===== config.mk =====
export PLATFORM = sky130hd
export DESIGN_NAME = lsu_controller
export DESIGN_NICKNAME = d
export VERILOG_FILES = /design/src/rtl/lsu_controller.sv
export SDC_FILE = /design/constraint.sdc
export NUM_CORES = 1
export LEC_CHECK = 0
export ABC_AREA = 1
export CAP_MARGIN = 20
export CORE_MARGIN = 2
export CORE_UTILIZATION = 45
export CTS_CLUSTER_DIAMETER = 40
export CTS_CLUSTER_SIZE = 12
export DETAILED_ROUTE_END_ITERATION = 7
export HOLD_SLACK_MARGIN = 0.08
export PLACE_DENSITY = 0.81
export SLEW_MARGIN = 20
export SYNTH_ARGS = -nofsm -noshare
export SYNTH_HDL_FRONTEND = slang
export SYNTH_SLANG_ARGS = --single-unit
export TNS_END_PERCENT = 30

===== constraint.sdc =====
create_clock -name clk -period 4.8 [get_ports clk]
set_input_delay 0.96 -clock clk [delete_from_list [all_inputs] [get_ports clk]]
set_output_delay 0.96 -clock clk [all_outputs]
set_load 0.05 [all_outputs]

===== src/rtl/lsu_controller.sv =====
// Load/store sequencer between the RV32I core and a handshaked data-memory bus.
// Optional macro LSU_MISALIGN_TRAP_EN: misaligned accesses raise err instead of being force-aligned.
module lsu_controller #(
   parameter int unsigned TIMEOUT = 255
) (
   input  logic        clk,
   input  logic        rst,
   input  logic        mem_en,
   input  logic        mem_we,
   input  logic [2:0]  func3,
   input  logic [31:0] addr,
   input  logic [31:0] wdata,
   output logic        stall,
   output logic        done,
   output logic [31:0] rdata,
   output logic        err,
   output logic        bus_req,
   output logic        bus_we,
   output logic [31:0] bus_addr,
   output logic [3:0]  bus_be,
   output logic [31:0] bus_wdata,
   input  logic        bus_ack,
   input  logic [31:0] bus_rdata
);

   typedef enum logic [1:0] {
      S_IDLE = 2'd0,
      S_WAIT = 2'd1,
      S_DONE = 2'd2
   } state_t;

   localparam logic [8:0] TO_LIMIT = 9'(TIMEOUT);

   state_t      state;
   logic [7:0]  cnt;
   logic        lat_we;
   logic [2:0]  lat_f3;
   logic [1:0]  lat_lo;

   logic        illegal;
   logic        misal;
   logic [3:0]  be_next;
   logic [31:0] wd_next;
   logic [31:0] load_data;
   logic [7:0]  byte_lane;
   logic [15:0] half_lane;
   logic        timeout_hit;

   assign stall       = ((state == S_IDLE) && mem_en) || (state == S_WAIT);
   assign timeout_hit = (({1'b0, cnt} + 9'd1) == TO_LIMIT);

   // Decode legality, byte enables and lane-replicated store data for the issuing access.
   always_comb begin
      illegal = 1'b0;
      misal   = 1'b0;
      be_next = 4'b0000;
      wd_next = 32'd0;
      if (mem_we) begin
         illegal = func3[2] || (func3[1:0] == 2'b11);
      end else begin
         illegal = (func3 == 3'b011) || (func3[2:1] == 2'b11);
      end
`ifdef LSU_MISALIGN_TRAP_EN
      case (func3[1:0])
         2'b01:   misal = addr[0];
         2'b10:   misal = (addr[1:0] != 2'b00);
         default: misal = 1'b0;
      endcase
`else
      misal = 1'b0;
`endif
      case (func3[1:0])
         2'b00: begin
            be_next = 4'b0001 << addr[1:0];
            wd_next = {4{wdata[7:0]}};
         end
         2'b01: begin
            be_next = 4'b0011 << {addr[1], 1'b0};
            wd_next = {2{wdata[15:0]}};
         end
         2'b10: begin
            be_next = 4'b1111;
            wd_next = wdata;
         end
         default: begin
            be_next = 4'b0000;
            wd_next = 32'd0;
         end
      endcase
   end

   // Select the addressed lane of the returned word and extend it.
   always_comb begin
      byte_lane = 8'd0;
      half_lane = 16'd0;
      load_data = 32'd0;
      case (lat_lo)
         2'b00:   byte_lane = bus_rdata[7:0];
         2'b01:   byte_lane = bus_rdata[15:8];
         2'b10:   byte_lane = bus_rdata[23:16];
         2'b11:   byte_lane = bus_rdata[31:24];
         default: byte_lane = 8'd0;
      endcase
      if (lat_lo[1]) begin
         half_lane = bus_rdata[31:16];
      end else begin
         half_lane = bus_rdata[15:0];
      end
      case (lat_f3)
         3'b000:  load_data = {{24{byte_lane[7]}}, byte_lane};
         3'b001:  load_data = {{16{half_lane[15]}}, half_lane};
         3'b010:  load_data = bus_rdata;
         3'b100:  load_data = {24'd0, byte_lane};
         3'b101:  load_data = {16'd0, half_lane};
         default: load_data = 32'd0;
      endcase
   end

   // Sequencer FSM with registered bus and result outputs.
   always_ff @(posedge clk or posedge rst) begin
      if (rst) begin
         state     <= S_IDLE;
         cnt       <= 8'd0;
         lat_we    <= 1'b0;
         lat_f3    <= 3'b000;
         lat_lo    <= 2'b00;
         bus_req   <= 1'b0;
         bus_we    <= 1'b0;
         bus_addr  <= 32'd0;
         bus_be    <= 4'b0000;
         bus_wdata <= 32'd0;
         done      <= 1'b0;
         err       <= 1'b0;
         rdata     <= 32'd0;
      end else begin
         done <= 1'b0;
         err  <= 1'b0;
         case (state)
            S_IDLE: begin
               if (mem_en) begin
                  if (illegal || misal) begin
                     state <= S_DONE;
                     done  <= 1'b1;
                     err   <= 1'b1;
                     rdata <= 32'd0;
                  end else begin
                     state     <= S_WAIT;
                     cnt       <= 8'd0;
                     lat_we    <= mem_we;
                     lat_f3    <= func3;
                     lat_lo    <= addr[1:0];
                     bus_req   <= 1'b1;
                     bus_we    <= mem_we;
                     bus_addr  <= {addr[31:2], 2'b00};
                     bus_be    <= be_next;
                     bus_wdata <= wd_next;
                  end
               end
            end
            S_WAIT: begin
               // An ack in the final WAIT cycle takes priority over the timeout.
               if (bus_ack) begin
                  state   <= S_DONE;
                  bus_req <= 1'b0;
                  done    <= 1'b1;
                  rdata   <= lat_we ? 32'd0 : load_data;
               end else if (timeout_hit) begin
                  state   <= S_DONE;
                  bus_req <= 1'b0;
                  done    <= 1'b1;
                  err     <= 1'b1;
                  rdata   <= 32'd0;
               end else begin
                  cnt <= cnt + 8'd1;
               end
            end
            S_DONE: begin
               state <= S_IDLE;
            end
            default: begin
               state   <= S_IDLE;
               bus_req <= 1'b0;
            end
         endcase
      end
   end

endmodule


Word-level counts from Yosys, hierarchy flattened
Cells that the tools add are included.
Word-level totals
  flip-flop bits (word level): 117
  input port bits: 104
  output and inout bits: 105
  logic and storage cells: 87
Operators by class
  $add $sub $neg: 2
  eq/ne operators: 21
  shift-type cells: 2
  mux-type cells: 34
  bitwise operators: 2
  reductions and logical operators: 14
Operator list (number)
  32-bit two-way mux: 5
  32-bit one-hot mux with 5 select lines: 1
  32-bit one-hot mux with 3 select lines: 1
  32-bit one-hot mux with 2 select lines: 1
  8-bit two-way mux: 4
  8-bit one-hot mux with 4 select lines: 1
  16-bit two-way mux: 1
  8-bit one-hot mux with 2 select lines: 1
  2-bit equality test, second input constant: 6
  4-bit one-hot mux with 3 select lines: 1
  1-bit two-way mux: 10
  2-bit != test, second input constant: 5
  8-bit by 1-bit adder with 9-bit output, second input constant: 1
  9-bit by 8-bit equality test with 1-bit output, second input constant: 1
  8-bit by 1-bit adder with 8-bit output, second input constant: 1
  2-bit two-way mux: 4
  4-bit AND reduction: 2
  2-bit by 1-bit equality test with 1-bit output, second input constant: 3
  3-bit by 2-bit equality test with 1-bit output, second input constant: 2
  3-bit equality test, second input constant: 2
  2-bit logical NOT: 3
  5-bit AND reduction: 1
  1-bit one-hot mux with 2 select lines: 2
  2-bit one-hot mux with 2 select lines: 1
  12 further kinds: 15

Logic depth before layout (Yosys ltp)
  depth in word-level cells: 6
  gate-level depth with buffers: 14

Least setup slack after synthesis
No wires, ideal clock.
  path kind: input-to-output
  start: input mem_en
  end: output stall
  arrival: 1362 ps
  required time: 3840 ps
  path slack: 2478 ps
  stages: 2
  path buffers: 0
  cell sequence: nand2_1 nand2_1
Between the ends
  longest elaborated chain between the ends: 2
RTL lines
  from (decl): line 8  | input logic mem_en,
  1-bit logical AND: line 49  | assign stall = ((state == S_IDLE) && mem_en) || (state == S_WAIT);
  1-bit logical OR: line 49
  to (decl): line 13  | output logic stall,
No other way between the ends.

Worst setup path in the final report
Same ends and word-level chain as after synthesis.

==> flow_summary.toml <==
[setup_path]
crit_type = "primary input to output port"
cp_data_required_time_ns = 3.84
reg2reg_depth = 6
r2r-start = "lat_lo[1]"
endpoint_kind = "output port"
r2r_end = "rdata[27]"
r2r_slack_ns = 2.46
startpoint = "mem_en"
worst_setup_path_start_kind = "primary input"
crit_end = "stall"
critPathArrivalTime_ns = 2.48
cp_max_fo = 3

[yosys]
synth_warnings = 0
yosysSeqAreaShare_pct = 50.4
synthArstFlopShare_pct = 100
synthCells = 742
ys_types = 34
avgSynthCellArea_sq_um = 7.83
synthFlopType = "dfrtp_1"
syn_area_sq_um = 5810
synth_seq_cells = 117
synth_edf_count = 0

[detailed_routing]
drt-total-wl_mm = 17.0
num_vias = 5654
ant_nets = 0
detail_route.first_pass.iterations = 5
drc = 0
drtIter0Drc = 488
routed_via_density = 5.06
wl_per_cell_um = 15.2

[die]
initial_utilization_pct = 46.0
die_y_um = 118
dieArea_sq_um = 13800
coreArea_sq_um = 12600
die_w_um = 118
ios = 209
row_count = 41

[final_layout]
syn_to_final_growth_pct = 46.2
diodes = 0
layout-drive-gt1-share_pct = 7.51
final_nets = 1038
fin_util_pct = 67.3
final_common_cell = "nand2_1"
layout_common_cells = "307 x nand2_1, 206 x clkdlybuf4s50_1, 117 x dfrtp_1, 57 x o21ai_0, 43 x nand3_1"

[cts]
hold_buffers = 0
clkTransAtPathRegs_ns = 0.06
cts_buffers = 17
root_buffer = "clkbuf_16"
post-cts-setup-buffer-count = 0
clock-sinks = 117
clock_path_buffers = 2
postCtsResizedCells = 0
htreeDepth = 4
cts_tree = "done"
clk_latency_ns = 0.41

[sta]
fin_setup_tns_ns = 0
worst_slew_pin_slew_ns = 1.06
fmax_mhz = 290
period_needed_ns = 3.44
maxSlewViolCount = 0
relSlewSlack_pct = 28.7
rsz0062_at_grt = "false"
finalClockSkew_ns = 0.00590
finalCritPeriodShare_pct = 71.7
finalSetupViolCount = 0
hold_viol_final = 0

[global_routing]
grt_max_degree = 82
antenna_found_initial = 0
grt_usage_pct = 25.1
grt-busiest-layer = "met2"
met2_usage_pct = 40.8
met1_usage_pct = 30.4
grt-ovfl-total = 0
met3_usage_pct = 9.35
grt_pass1_vias = 5529
grt_pass1_wl_mm = 27.7

[placed_design]
gp_congestion = 0.867
hpwl_mm = 11.7
numPortBuffers = 206

[power_and_ir_drop]
peakVddDrop_mv = 0.392
p_leak_nw = 4.01
p_per_area_nw_per_um2 = 621

[outcome]
outcome = "finished clean"

[run]
drv_cap = 0

[worst_hold_path]
hp-class = "flop to flop"
==> layout make-up <==
type / count / area [sq um]
repair buffers: 210 / 2100
flip-flops and latches: 117 / 2930
well taps: 172 / 215
multi-input cells: 541 / 2510
fillers: 1060 / 4120
clock inverters: 14 / 129
inverters: 45 / 173
clock buffers: 18 / 439
==> critical path, stage by stage <==
cell and delay (ns):
clkdlybuf4s50_1 0.54, nand2_1 0.09, nand2_1 0.08, clkdlybuf4s50_1 0.81
==> synthesized netlist by cell type, drive strengths merged (7+ instances only) <==
cell type	instances	area [sq um]
o21a	17	128
o21ai	59	299
a22o	8	70.1
dfrtp	117	2930
o2111ai	7	61.3
clkbuf	19	73.8
nand2	330	1320
nand4	9	56.3
o211ai	7	52.6
inv	43	161
nor2	46	193
buf	21	143
nand3	43	215
==> cells by family after synthesis <==
family / after synthesis / share of synthesized area (%)
and+or+nand+nor: 431 / 31.0
xor gates and xnor gates: 1 / 0.151
AOI/OAI and AO/OA: 105 / 11.3
buffers and inverters: 85 / 6.65
DFF: 117 / 50.4
adders and majority gates: 2 / 0.431
other: 1 / 0.0645
==> power breakdown <==
group | total (mW) | leakage [nW] | internal [mW] | switching, mW
Combinational | 2.51 | 2.23 | 0.816 | 1.70
Clock | 1.21 | 0.273 | 0.729 | 0.479
Sequential | 1.56 | 1.50 | 1.30 | 0.253
==> flip-flops by register name (all words and copies together) (netlist names) <==
name	cells
err	1
bus_wdata	32
lat_f3	3
lat_we	1
cnt	8
bus_be	4
done	1
rdata	32
bus_req	1
lat_lo	2
bus_addr	30
state	2
==> worst min-delay path by stage <==
stage                         start   endpoint  cells past startpoint
after floorplan              cnt[7]     cnt[7]                      2
after global placement    rdata[31]  rdata[31]                      2
after detailed placement  rdata[31]  rdata[31]                      2
after CTS                 rdata[31]  rdata[31]                      2
after global routing       rdata[6]   rdata[6]                      2
final                     rdata[10]  rdata[10]                      2
==> metal layers <==
metal / share of wire, % / vias up / wire, um
met5: 0 / - / 0
met4: 2.0 / 0 / 348
met3: 9.5 / 31 / 1610
met2: 48 / 224 / 8080
met1: 41 / 2633 / 6940
li1: - / 2766 / -
==> through the flow <==
step	hold WS, ns	area [sq um]	cells	setup WS (ns)	power, mW
CTS	0.472	8500	1117	1.35	5.31
floorplan	0.498	5810	743	0.739	3.20
global placement	0.452	7930	1085	1.34	4.05
global route	0.496	8500	1117	1.27	5.54
detailed placement	0.458	7930	1085	1.27	4.07
finish	0.469	8500	1117	1.36	5.28
Note: power is estimated with default switching activity, not from simulation.
==> RTL edit 1 (config.mk and constraints unchanged) <==
Add a define of `LSU_MISALIGN_TRAP_EN`.
--- a/src/rtl/lsu_controller.sv
+++ b/src/rtl/lsu_controller.sv
@@ -2,2 +2,4 @@
 // Optional macro LSU_MISALIGN_TRAP_EN: misaligned accesses raise err instead of being force-aligned.
+`define LSU_MISALIGN_TRAP_EN
+
 module lsu_controller #(
Formal check against the unedited RTL: not equivalent (Yosys sat finds a counterexample within 4 cycles, from zero or initial values and one cycle with rst high).
==> RTL edit 1 against the unedited design <==
Wire length down 0.32%; sequential cell count stayed put; combinational power is 7% lower; non-clock buffer count rose by 2; design area up 2.5%; synthesized area up 3.2%; sequential power shrank 3%; via count grew 4.0%; clock power is 4% higher; final cell count up 5.4%; power fell by 3.3%; worst setup slack improved by 0.018 ns; largest cell class unchanged; largest power group unchanged.
==> RTL edit 1: results (changes against the unedited design) <==
| Metric | Value |
|---|---|
| Post-synthesis compound-gate area fraction | `0.0718 (-0.0411)` |
| Top cells by area, synth | `dfrtp_1, nand2_1, nand3_1, o21ai_0, inv_1` |
| Share of cells above drive strength 1 | `0.0649 (-0.0102)` |
| FILL cells | `1,109 (+4.6%)` |
| Adder-cell share of the synthesized area | `0.0125 (+0.00821)` |
| Slew HR | `0.398 (+0.111)` |
| Final cell count without fillers | `1,177 (+5.4%)` |
| Placed cells | `1,146 (+5.6%)` |
| F_max | `292 MHz (+0.54%)` |
| XOR/XNOR Fraction of Synth Area | `0.00146 (-0.0000472)` |
| DP Area | `8120 µm² (+2.4%)` |
| Hold EP | `bus_addr[17]$_DFFE_PP0P_` |
| Outcome | `complete, no violations` |
| Met3 routed wirelength | `1.24 mm (-23%)` |
| Min Hold Slack | `0.469 ns (-0.000374 ns)` |
| Routed len/inst | `14.4 µm (-5.4%)` |
| Gpl congestion | `0.828 (-4.5%)` |
| Synth top cells by count | `nand2_1, dfrtp_1, nand3_1` |
| Met1 Wirelength | `7.32 mm (+5.5%)` |
| WP data arrival | `2.46 ns (-0.02 ns)` |
| Seq/Total Area, Yosys | `0.488 (-0.0158)` |
| Vias in the first global route | `5,574 (+0.81%)` |
| Netlist cell types | `32 (-5.9%)` |
| Grt met2 use | `0.387 (-0.0209)` |
| VDD IR-drop max | `0.000396 V (+1.1%)` |
| Logic pwr share | `0.457 (-0.019)` |
| R2r setup slk | `2.51 ns (+0.05 ns)` |
## RTL edit 1: cell types whose count changed in the layout (fill, tap and decap cells not counted), moves of 5 or more
cell / before / now
a22o_1: 8 / 0
nor2_1: 40 / 31
o21a_1: 17 / 1
nand2_2: 19 / 14
nand3_1: 43 / 88
a21oi_1: 2 / 8
nand2_1: 307 / 367
nand4_1: 9 / 2
o21ai_0: 57 / 43
## RTL edit 1: final cells by class
| cell class | instances | area, µm² | share of cell area |
|---|---|---|---|
| Clock buffer | 18 | 439 | 0.0504 |
| Clock inverter | 13 | 149 | 0.0171 |
| Inverter | 45 | 171 | 0.0197 |
| Multi-Input combinational cell | 596 | 2670 | 0.306 |
| Sequential cell | 117 | 2930 | 0.336 |
| Tap cell | 176 | 220 | 0.0253 |
| Timing Repair Buffer | 212 | 2130 | 0.245 |
## RTL edit 1: critical path, stage by stage
cell and delay [ns]:
clkdlybuf4s50_1 0.48, nand2_1 0.12, nand2_1 0.10, clkdlybuf4s50_1 0.81
==> RTL edit 2 (config.mk and constraints unchanged) <==
Without the edit above. Reset style: synchronous (`rst`), changed in one clocked block.
--- a/src/rtl/lsu_controller.sv
+++ b/src/rtl/lsu_controller.sv
@@ -119,3 +119,3 @@
    // Sequencer FSM with registered bus and result outputs.
-   always_ff @(posedge clk or posedge rst) begin
+   always_ff @(posedge clk) begin
       if (rst) begin
Function: differs if rst is asserted again (counterexample within 4 cycles, from zero or initial values and one cycle with rst high); with rst held inactive, the same outputs for 4 cycles.
==> RTL edit 2 against the unedited design <==
Design area is 6.8% lower; sequential cell count stayed put; largest cell class is now multi-input gates; worst setup slack got worse by 0.19 ns; synthesized area is 7.5% lower; critical path depth stayed put; wire length grew 0.35%; register-to-register slack got worse by 0.07 ns; highest routed layer unchanged.
Power is not compared: it rests on default switching activity, and its combinational part moved more than twofold at a synthesized area within 25%.
==> RTL edit 2: results (changes against the unedited design) <==
| Metric | Value |
|---|---|
| Outcome | `complete, no violations` |
| Met1 Wirelength | `6.85 mm (-1.3%)` |
| Final setup viols | `0 (unchanged)` |
| 1st-iter DRT viols | `477 (-2.3%)` |
| DR top layer | `met4` |
| Met1 usage | `0.321 (+0.0170)` |
| Reg clk slew, reported paths | `0.05 ns` |
| R2r setup slk | `2.39 ns (-0.07 ns)` |
| VDD IR-drop max | `0.000192 V` |
| Worst path max stage delay | `0.86 ns (+0.05 ns)` |
| Static leakage | `3.12 nW` |
| Share of cells above drive strength 1 | `0.0665 (-0.00867)` |
| # nets final | `1,056 (+1.7%)` |
| Crit-path slowest cell | `clkdlybuf4s50_1` |
| Gpl congestion | `0.903 (+4.2%)` |
| Async set or reset register ratio after synthesis | `0 (-1.00)` |
| DR vias | `5,838 (+3.3%)` |
| Largest net degree at the start of global routing | `102 (+24%)` |
| Seq/Total Area, Yosys | `0.436 (-0.0682)` |
| Grt met2 use | `0.430 (+0.0215)` |
| Clk Latency, worst-skew pair | `0.41 ns (about the same)` |
| Netlist cell types | `36 (+5.9%)` |
| Hold WC Path Type | `flip-flop to flip-flop` |
| Max FO, Critical Path | `3 (unchanged)` |
| Post-DP HPWL | `11.5 mm (-1.4%)` |
| Met3 Use GR | `0.105 (+0.0115)` |
| Ys Warns | `0 (unchanged)` |
| Max clock buf depth | `2 (unchanged)` |
| Total GRT Usage | `0.264 (+0.0133)` |
| Worst Reg-to-Reg Cells | `6 (unchanged)` |
| TritonRoute pass-1 iters | `7 (+2)` |
| Vias in the first global route | `5,556 (+0.49%)` |
| Top cells by area, synth | `dfxtp_1, nand2_1, o21ai_0, nor2_1, a21oi_1` |
| Slew @ Worst Pin | `0.912 ns (-0.149 ns)` |
| Multiplexer share of the synthesized area | `0 (unchanged)` |
| Synth top cells by count | `nand2_1, dfxtp_1, o21ai_0` |
| R2R Path End | `rdata[17]$_SDFFE_PP0P_` |
| Adder-cell share of the synthesized area | `0.00465 (+0.000348)` |
| Setup skew after layout | `0.0103 ns (+0.00441 ns)` |
| Met3 routed wirelength | `1.88 mm (+17%)` |
| Hold Startpoint | `rdata[24]$_SDFFE_PP0P_` |
| Reg2reg start | `lat_lo[1]$_SDFFE_PP0P_` |
| First-pass GRT wire length | `27.2 mm (-1.6%)` |
| CTS resizes | `0 (unchanged)` |
| DP Area | `7380 µm² (-6.9%)` |
| Hold EP | `rdata[24]$_SDFFE_PP0P_` |
| WP data arrival | `2.68 ns (+0.20 ns)` |
| DR WL met2 | `8.06 mm (-0.35%)` |
| DRT Wirelength | `17.0 mm (+0.35%)` |
| Post-synthesis compound-gate area fraction | `0.216 (+0.103)` |
| FILL cells | `1,025 (-3.3%)` |
| CTS buffer count | `17 (unchanged)` |
| Hold Crit Depth | `2 (unchanged)` |
| XOR/XNOR Fraction of Synth Area | `0.00163 (+0.000122)` |
| Kind of cell adding the most delay to the critical path | `buffers and inverters` |
RTL edit 2: cell count changes after synthesis, sizes merged, moves of 58 or more:
cell	before	now
a21oi	2	60
dfrtp	117	0
dfxtp	0	117
nand2	330	188
nor2	46	113
o21ai	59	118
RTL edit 2: worst max path at each step:
stage,from,end,slack (ns),depth (start not counted)
global route,mem_en,stall,1.10,4
CTS,mem_en,stall,1.15,4
floorplan,mem_en,stall,1.90,2
finish,mem_en,stall,1.16,4
global placement,mem_en,stall,1.18,4
detailed placement,mem_en,stall,1.15,4
RTL edit 2: cell type report:
class / count / area share
clock buffers: 21 / 0.0569
clock inverters: 11 / 0.0107
inverters: 43 / 0.0207
multi-input cells: 561 / 0.330
flip-flops and latches: 117 / 0.296
well taps: 143 / 0.0226
repair buffers: 210 / 0.264
RTL edit 2: cells by family after synthesis:
family                     Yosys count
other                                1
DFF                                117
xor gates and xnor gates             1
adders and majority gates            2
and+or+nand+nor                    339
AOI/OAI and AO/OA                  217
buffers and inverters               93
RTL edit 2: metrics by stage:
| stage | std cells | total power, W | worst slack, ns | util | hold WS, ns |
|---|---|---|---|---|---|
| after floorplan | 771 | 0.00152 | 1.90 | - | 0.473 |
| after global placement | 1074 | 0.00176 | 1.18 | 0.641 | 0.448 |
| after detailed placement | 1074 | 0.00176 | 1.15 | 0.641 | 0.453 |
| after CTS | 1106 | 0.00292 | 1.15 | 0.688 | 0.461 |
| after global routing | 1106 | 0.00302 | 1.10 | 0.688 | 0.477 |
| final | 1106 | 0.00290 | 1.16 | 0.688 | 0.459 |
RTL edit 2: where the power goes:
part,internal [W],total [W],switching [W]
clock,0.000716,0.00116,0.000440
sequential,0.00104,0.00108,0.0000469
combinational,0.000238,0.000664,0.000426
